===== src/rtl/arc_pkg.sv =====
// Shared types and constants for the ARC MIPS pipeline front end.
//   addr_t / instr_t : 32-bit address and instruction words
//   fetch_state_t    : fetch-unit request FSM encoding
//   RESET_PC_DEF     : default fetch address after reset
//   NOP_INSTR_DEF    : default bubble word (sll $0,$0,0)
package arc_pkg;

  typedef logic [31:0] addr_t;
  typedef logic [31:0] instr_t;

  typedef enum logic [1:0] {
    S_IDLE = 2'd0,
    S_WAIT = 2'd1,
    S_DROP = 2'd2,
    S_HOLD = 2'd3
  } fetch_state_t;

  localparam addr_t  RESET_PC_DEF  = 32'h0000_0000;
  localparam instr_t NOP_INSTR_DEF = 32'h0000_0000;

endpackage


===== src/rtl/if_id_reg.sv =====
// Generic pipeline stage register (used here as IF/ID).
//   clk_i, rst_i      : clock, async active-high reset
//   we_i              : load instr_i/pcadd4_i/valid_i (highest priority after reset)
//   flush_i, stall_i  : when not written, flush loads a bubble, stall holds,
//                       otherwise a bubble is loaded
//   instr_o, pcadd4_o, valid_o : registered stage contents
module if_id_reg
  import arc_pkg::*;
#(
  parameter instr_t NOP = NOP_INSTR_DEF
) (
  input  logic   clk_i,
  input  logic   rst_i,
  input  logic   we_i,
  input  logic   stall_i,
  input  logic   flush_i,
  input  instr_t instr_i,
  input  addr_t  pcadd4_i,
  input  logic   valid_i,
  output instr_t instr_o,
  output addr_t  pcadd4_o,
  output logic   valid_o
);

  instr_t instr_q;
  addr_t  pcadd4_q;
  logic   valid_q;

  always_ff @(posedge clk_i or posedge rst_i) begin
    if (rst_i) begin
      instr_q  <= NOP;
      pcadd4_q <= '0;
      valid_q  <= 1'b0;
    end else if (we_i) begin
      instr_q  <= instr_i;
      pcadd4_q <= pcadd4_i;
      valid_q  <= valid_i;
    end else if (stall_i && !flush_i) begin
      instr_q  <= instr_q;
      pcadd4_q <= pcadd4_q;
      valid_q  <= valid_q;
    end else begin
      // flush, or an empty cycle with no stall: insert a bubble
      instr_q  <= NOP;
      pcadd4_q <= '0;
      valid_q  <= 1'b0;
    end
  end

  assign instr_o  = instr_q;
  assign pcadd4_o = pcadd4_q;
  assign valid_o  = valid_q;

endmodule


===== src/rtl/if_fetch_stage.sv =====
// IF stage: fetch PC, instruction-memory request handshake, IF/ID register.
//   i_clk, i_rst                 : clock, async active-high reset
//   i_addr_nextpc, i_con_pcsrc   : next PC from selector, redirect taken
//   i_con_stallF/stallD/flushD   : hazard-unit controls
//   o_imem_req/addr, i_imem_ack/rdata : memory request/response
//   o_addr_pcF, o_addr_pcadd4    : fetch PC and PC+4 (combinational)
//   o_data_instrD, o_addr_pcadd4D, o_con_validD : IF/ID contents
//
// state  | meaning
// S_IDLE | no request outstanding; launches a fetch unless stalled/redirected
// S_WAIT | request outstanding, response still wanted
// S_DROP | request outstanding but redirected; response will be discarded
// S_HOLD | response captured while D stalled; waiting to load IF/ID
module if_fetch_stage
  import arc_pkg::*;
#(
  parameter addr_t  RESET_PC  = RESET_PC_DEF,
  parameter instr_t NOP_INSTR = NOP_INSTR_DEF
) (
  input  logic   i_clk,
  input  logic   i_rst,
  input  addr_t  i_addr_nextpc,
  input  logic   i_con_pcsrc,
  input  logic   i_con_stallF,
  input  logic   i_con_stallD,
  input  logic   i_con_flushD,
  output logic   o_imem_req,
  output addr_t  o_imem_addr,
  input  logic   i_imem_ack,
  input  instr_t i_imem_rdata,
  output addr_t  o_addr_pcF,
  output addr_t  o_addr_pcadd4,
  output instr_t o_data_instrD,
  output addr_t  o_addr_pcadd4D,
  output logic   o_con_validD
);

  fetch_state_t state_q;
  addr_t        pc_q;
  logic         req_q;
  addr_t        imem_addr_q;
  instr_t       hold_instr_q;
  addr_t        hold_pcadd4_q;

  logic   kill;
  logic   wr_en;
  instr_t wr_instr;
  addr_t  wr_pcadd4;

  // A redirect or flush throws away whatever this fetch would deliver.
  assign kill = i_con_pcsrc | i_con_flushD;

  always_comb begin
    wr_en     = 1'b0;
    wr_instr  = i_imem_rdata;
    wr_pcadd4 = imem_addr_q + 32'd4;
    case (state_q)
      S_WAIT: wr_en = i_imem_ack && !kill && !i_con_stallD;
      S_HOLD: begin
        wr_en     = !kill && !i_con_stallD;
        wr_instr  = hold_instr_q;
        wr_pcadd4 = hold_pcadd4_q;
      end
      default: wr_en = 1'b0;
    endcase
  end

  always_ff @(posedge i_clk or posedge i_rst) begin
    if (i_rst) begin
      state_q       <= S_IDLE;
      pc_q          <= RESET_PC;
      req_q         <= 1'b0;
      imem_addr_q   <= '0;
      hold_instr_q  <= '0;
      hold_pcadd4_q <= '0;
    end else begin
      case (state_q)
        S_IDLE: begin
          if (i_con_pcsrc) begin
            pc_q <= i_addr_nextpc;
          end else if (!i_con_stallF) begin
            req_q       <= 1'b1;
            imem_addr_q <= pc_q;
            state_q     <= S_WAIT;
          end
        end
        S_WAIT: begin
          if (i_imem_ack) begin
            req_q <= 1'b0;
            if (kill) begin
              if (i_con_pcsrc) pc_q <= i_addr_nextpc;
              state_q <= S_IDLE;
            end else if (!i_con_stallD) begin
              pc_q    <= i_addr_nextpc;
              state_q <= S_IDLE;
            end else begin
              hold_instr_q  <= i_imem_rdata;
              hold_pcadd4_q <= imem_addr_q + 32'd4;
              state_q       <= S_HOLD;
            end
          end else if (i_con_pcsrc) begin
            // request must stay up until acked; remember to drop its data
            pc_q    <= i_addr_nextpc;
            state_q <= S_DROP;
          end
        end
        S_DROP: begin
          if (i_con_pcsrc) pc_q <= i_addr_nextpc;
          if (i_imem_ack) begin
            req_q   <= 1'b0;
            state_q <= S_IDLE;
          end
        end
        S_HOLD: begin
          if (kill) begin
            if (i_con_pcsrc) pc_q <= i_addr_nextpc;
            state_q <= S_IDLE;
          end else if (!i_con_stallD) begin
            pc_q    <= i_addr_nextpc;
            state_q <= S_IDLE;
          end
        end
        default: state_q <= S_IDLE;
      endcase
    end
  end

  if_id_reg #(.NOP(NOP_INSTR)) u_if_id (
    .clk_i    (i_clk),
    .rst_i    (i_rst),
    .we_i     (wr_en),
    .stall_i  (i_con_stallD),
    .flush_i  (i_con_flushD),
    .instr_i  (wr_instr),
    .pcadd4_i (wr_pcadd4),
    .valid_i  (1'b1),
    .instr_o  (o_data_instrD),
    .pcadd4_o (o_addr_pcadd4D),
    .valid_o  (o_con_validD)
  );

  assign o_imem_req    = req_q;
  assign o_imem_addr   = imem_addr_q;
  assign o_addr_pcF    = pc_q;
  assign o_addr_pcadd4 = pc_q + 32'd4;

endmodule


===== config.mk =====
export PLATFORM = sky130hd
export DESIGN_NAME = if_fetch_stage
export DESIGN_NICKNAME = d
export VERILOG_FILES = /design/src/rtl/arc_pkg.sv /design/src/rtl/if_id_reg.sv /design/src/rtl/if_fetch_stage.sv
export SDC_FILE = /design/constraint.sdc
export NUM_CORES = 1
export LEC_CHECK = 0
export CORE_MARGIN = 1
export CORE_UTILIZATION = 30
export CTS_BUF_LIST = sky130_fd_sc_hd__clkbuf_4
export DETAILED_ROUTE_END_ITERATION = 6
export SLEW_MARGIN = 20
export SYNTH_ARGS = -nofsm -noshare
export SYNTH_HDL_FRONTEND = slang
export SYNTH_SLANG_ARGS = --single-unit

===== constraint.sdc =====
create_clock -name i_clk -period 8 [get_ports i_clk]
set_input_delay 0.8 -clock i_clk [delete_from_list [all_inputs] [get_ports i_clk]]
set_output_delay 0.8 -clock i_clk [all_outputs]
set_load 0.01 [all_outputs]

==> run metrics <==
YS warnings 0; DR vias ~7,600; CTS H-tree lvls 4; Post-Syn Area 9553 um2; Yosys reg bits between 150 and 200; GR peak layer met2; Detailed Route Iter0 Violations between 500 and 600; gp weighted congestion roughly 0.85; Slew @ Worst Pin 1.024 ns; post-cts hold buffer count 0; peak supply drop 158.4 uV; fin util approximately two fifths; layout cells sized above 1 14.00%; final hold vios 0; Syn-to-layout area delta 31.54%; nets approximately 1,200; cell-internal power ~2400 uW; Avg Cell Area, Syn between 10 and 15 um2; root buf cell clkbuf_4; Crit Path Category register to primary output; CP max FO 6; die area 32,560 um2; syn_nets a little under 1,000; Worst Hold Class register to register; Resized cells post-CTS 0; Switching Share between 40% and 50%; first-pass GRT wire length 43,940 um; final setup TNS 0 ns; Netlist cell types 44; CP max-delay cell dfrtp_1; Cells after Synth approximately 900; fmax between 200 and 300 MHz; Crit path max-delay family simple AND/OR/NAND/NOR gates; vias per cell 5.029; P_sw between 1500 and 2000 uW; Post-CTS Setup Repair Bufs 0; vias in the first global route around 7,200; Die H ~180 um; clk_skew about 0.056 ns; status finished, final reports clean; dpl hpwl 19,810 um; All-Layer GR Usage 17.34%; share of the synthesized area in the top cell type between 50% and 60%; Clock Latency Late Sink 0.60 ns; Worst-path clk slew roughly 0.19 ns; Reg power frac 43.8%; CP Cell Sequence nand4_1, nor4_4, nand3_1, nor4_2, xor2_1, clkdlybuf4s50_1; initial antenna violation count 1; port bufs around 230; combinational share of power a little over two fifths; Critical Path RT roughly 7.2 ns; WHS about 0.50 ns; fin crit share 49.26%; gr ovfl total 0; clock share of power about 14%; CP max stage delay 0.55 ns; die width 180.4 um; pwr dens 324.6 nW/um2; Seq/Total Area, Yosys between 50% and 60%; Initial Utilization 30.83%; TritonCTS Sinks about 200; Worst EP arrival 3.14 ns; synth top area cells dfrtp_1 51%, mux2_2 11%, nand2_1 4.3%, mux2i_1 3.9%, o21ai_0 3.6%; max_slew headroom roughly a third; Global Route met3 Usage 2.728%; GRT met2 Usage a little over a quarter; Final Setup Violations 0; post-DR wirelength/cell 18.85 um; area leader, netlist dfrtp_1; # IOs roughly 230; met1 Track Usage GR between 20% and 30%; Leakage a little over 0.005 uW; overall routed net length 28,360 um; first-pass detailed-route iteration total 5; CP startpoint kind register; DRT antenna net count 0; Placed Instances about 1,500; DRC viols 0; CTS max path bufs 2; Final min period between 3 and 4 ns; post-place setup slack 4.747 ns; total of max-cap violations 0; Cell Rows 64; Max Slew Vio Count 0; CTS tree yes; Critical Path End Type primary output; crit path buf inv count 1; final setup margin roughly 4.1 ns; final std cells w/o fill ~1,500; cts bufs inserted 17; filler cell count 3,017; largest net degree at the start of global routing ~130; CORE AREA 30,990 um2; RSZ-0062 raised after global routing false
==> power by group through the flow <==
stage | Sequential [uW] | Combinational (uW) | Clock (uW)
2_1_floorplan | 1710 | 908 | 0
3_3_place_gp | 1790 | 1700 | 0
3_5_place_dp | 1810 | 1730 | 0
4_1_cts | 1790 | 1730 | 596
5_1_grt | 1840 | 1850 | 634
6_report | 1790 | 1720 | 574
==> worst min-delay path, stage by stage (launching register included) <==
cell	delay (ns)
dfrtp_1	0.38
nand2_1	0.04
o21ai_0	0.06
==> cells by family after synthesis <==
family,after synthesis,share of synthesized area (%)
simple gates,239,12.14
flops,196,51.34
xor+xnor,55,5.043
fa+ha+maj,7,0.9168
buf+inv,76,3.366
compound gates,195,12.70
mux,127,14.49
==> placed cells by master (no fill, tap or decap), drive strengths merged <==
cell type,synthesis,layout
inv,13,20
and3,9,9
clkbuf,36,17
nor2b,1,1
diode,0,1
nand4,18,18
nand3,26,26
ha,7,7
or4,1,1
or3,1,1
mux2,90,90
and4,2,2
a21oi,38,38
nor3,7,7
nand3b,1,1
nor2,52,52
clkinv,0,8
a22o,20,20
and2,1,1
nand2,109,109
or2,2,2
nand2b,1,1
dfrtp,196,196
nor4,8,8
mux2i,37,37
o21ai,78,78
a22oi,21,21
clkdlybuf4s50,0,232
o21bai,1,1
xnor2,30,30
buf,27,11
a31oi,17,17
a221oi,20,20
xor2,25,25
==> routing by layer <==
metal	routed length, um	share of wire, %
met3	1112	3.9
met4	505	1.8
met2	13400	47
met1	13340	47
met5	0	0
==> synth_stat cells (all sizes together) <==
master,n
a21oi,38
a221oi,20
a22o,20
a22oi,21
a31oi,17
and2,1
and3,9
and4,2
buf,27
clkbuf,36
dfrtp,196
ha,7
inv,13
mux2,90
mux2i,37
nand2,109
nand2b,1
nand3,26
nand3b,1
nand4,18
nor2,52
nor2b,1
nor3,7
nor4,8
o21ai,78
o21bai,1
or2,2
or3,1
or4,1
xnor2,30
xor2,25
==> sequential cells by signal (all words and copies together), names as in the netlist <==
name / count
hold_pcadd4_q: 32
u_if_id.valid_o: 1
o_addr_pcF: 32
u_if_id.pcadd4_o: 32
o_imem_addr: 32
u_if_id.instr_o: 32
o_imem_req: 1
hold_instr_q: 32
state_q: 2
==> layout make-up <==
class / count / area, um2 / share of cell area [%]
sequential: 196 / 4905 / 39.03
multi-input combinational: 623 / 4369 / 34.77
timing repair buffer: 243 / 2409 / 19.17
tap: 396 / 495.5 / 3.943
clock inverter: 15 / 201.4 / 1.603
clock buffer: 17 / 127.6 / 1.016
inverter: 13 / 56.30 / 0.4481
antenna: 1 / 2.502 / 0.01991
==> worst paths after layout <==
path	endpoint	from	slack [ns]	cells past startpoint
worst max-delay path	o_addr_pcadd4[31]	o_addr_pcF[17]	4.06	6
worst min-delay path	u_if_id.instr_o[11]	u_if_id.instr_o[11]	0.50	2
worst max register to register	hold_pcadd4_q[3]	state_q[1]	5.26	7
worst min register to register	u_if_id.instr_o[11]	u_if_id.instr_o[11]	0.50	2
max in group asynchronous	o_imem_addr[4]	i_rst	5.76	3
min in group asynchronous	hold_pcadd4_q[26]	i_rst	0.76	2
==> stage by stage <==
stage	instance area, um2	total power [uW]
detailed placement	12230	3535
CTS	12560	4114
floorplan	9553	2616
finish	12570	4079
global placement	12220	3493
global route	12570	4330
Power figures use the tool's default switching activity.
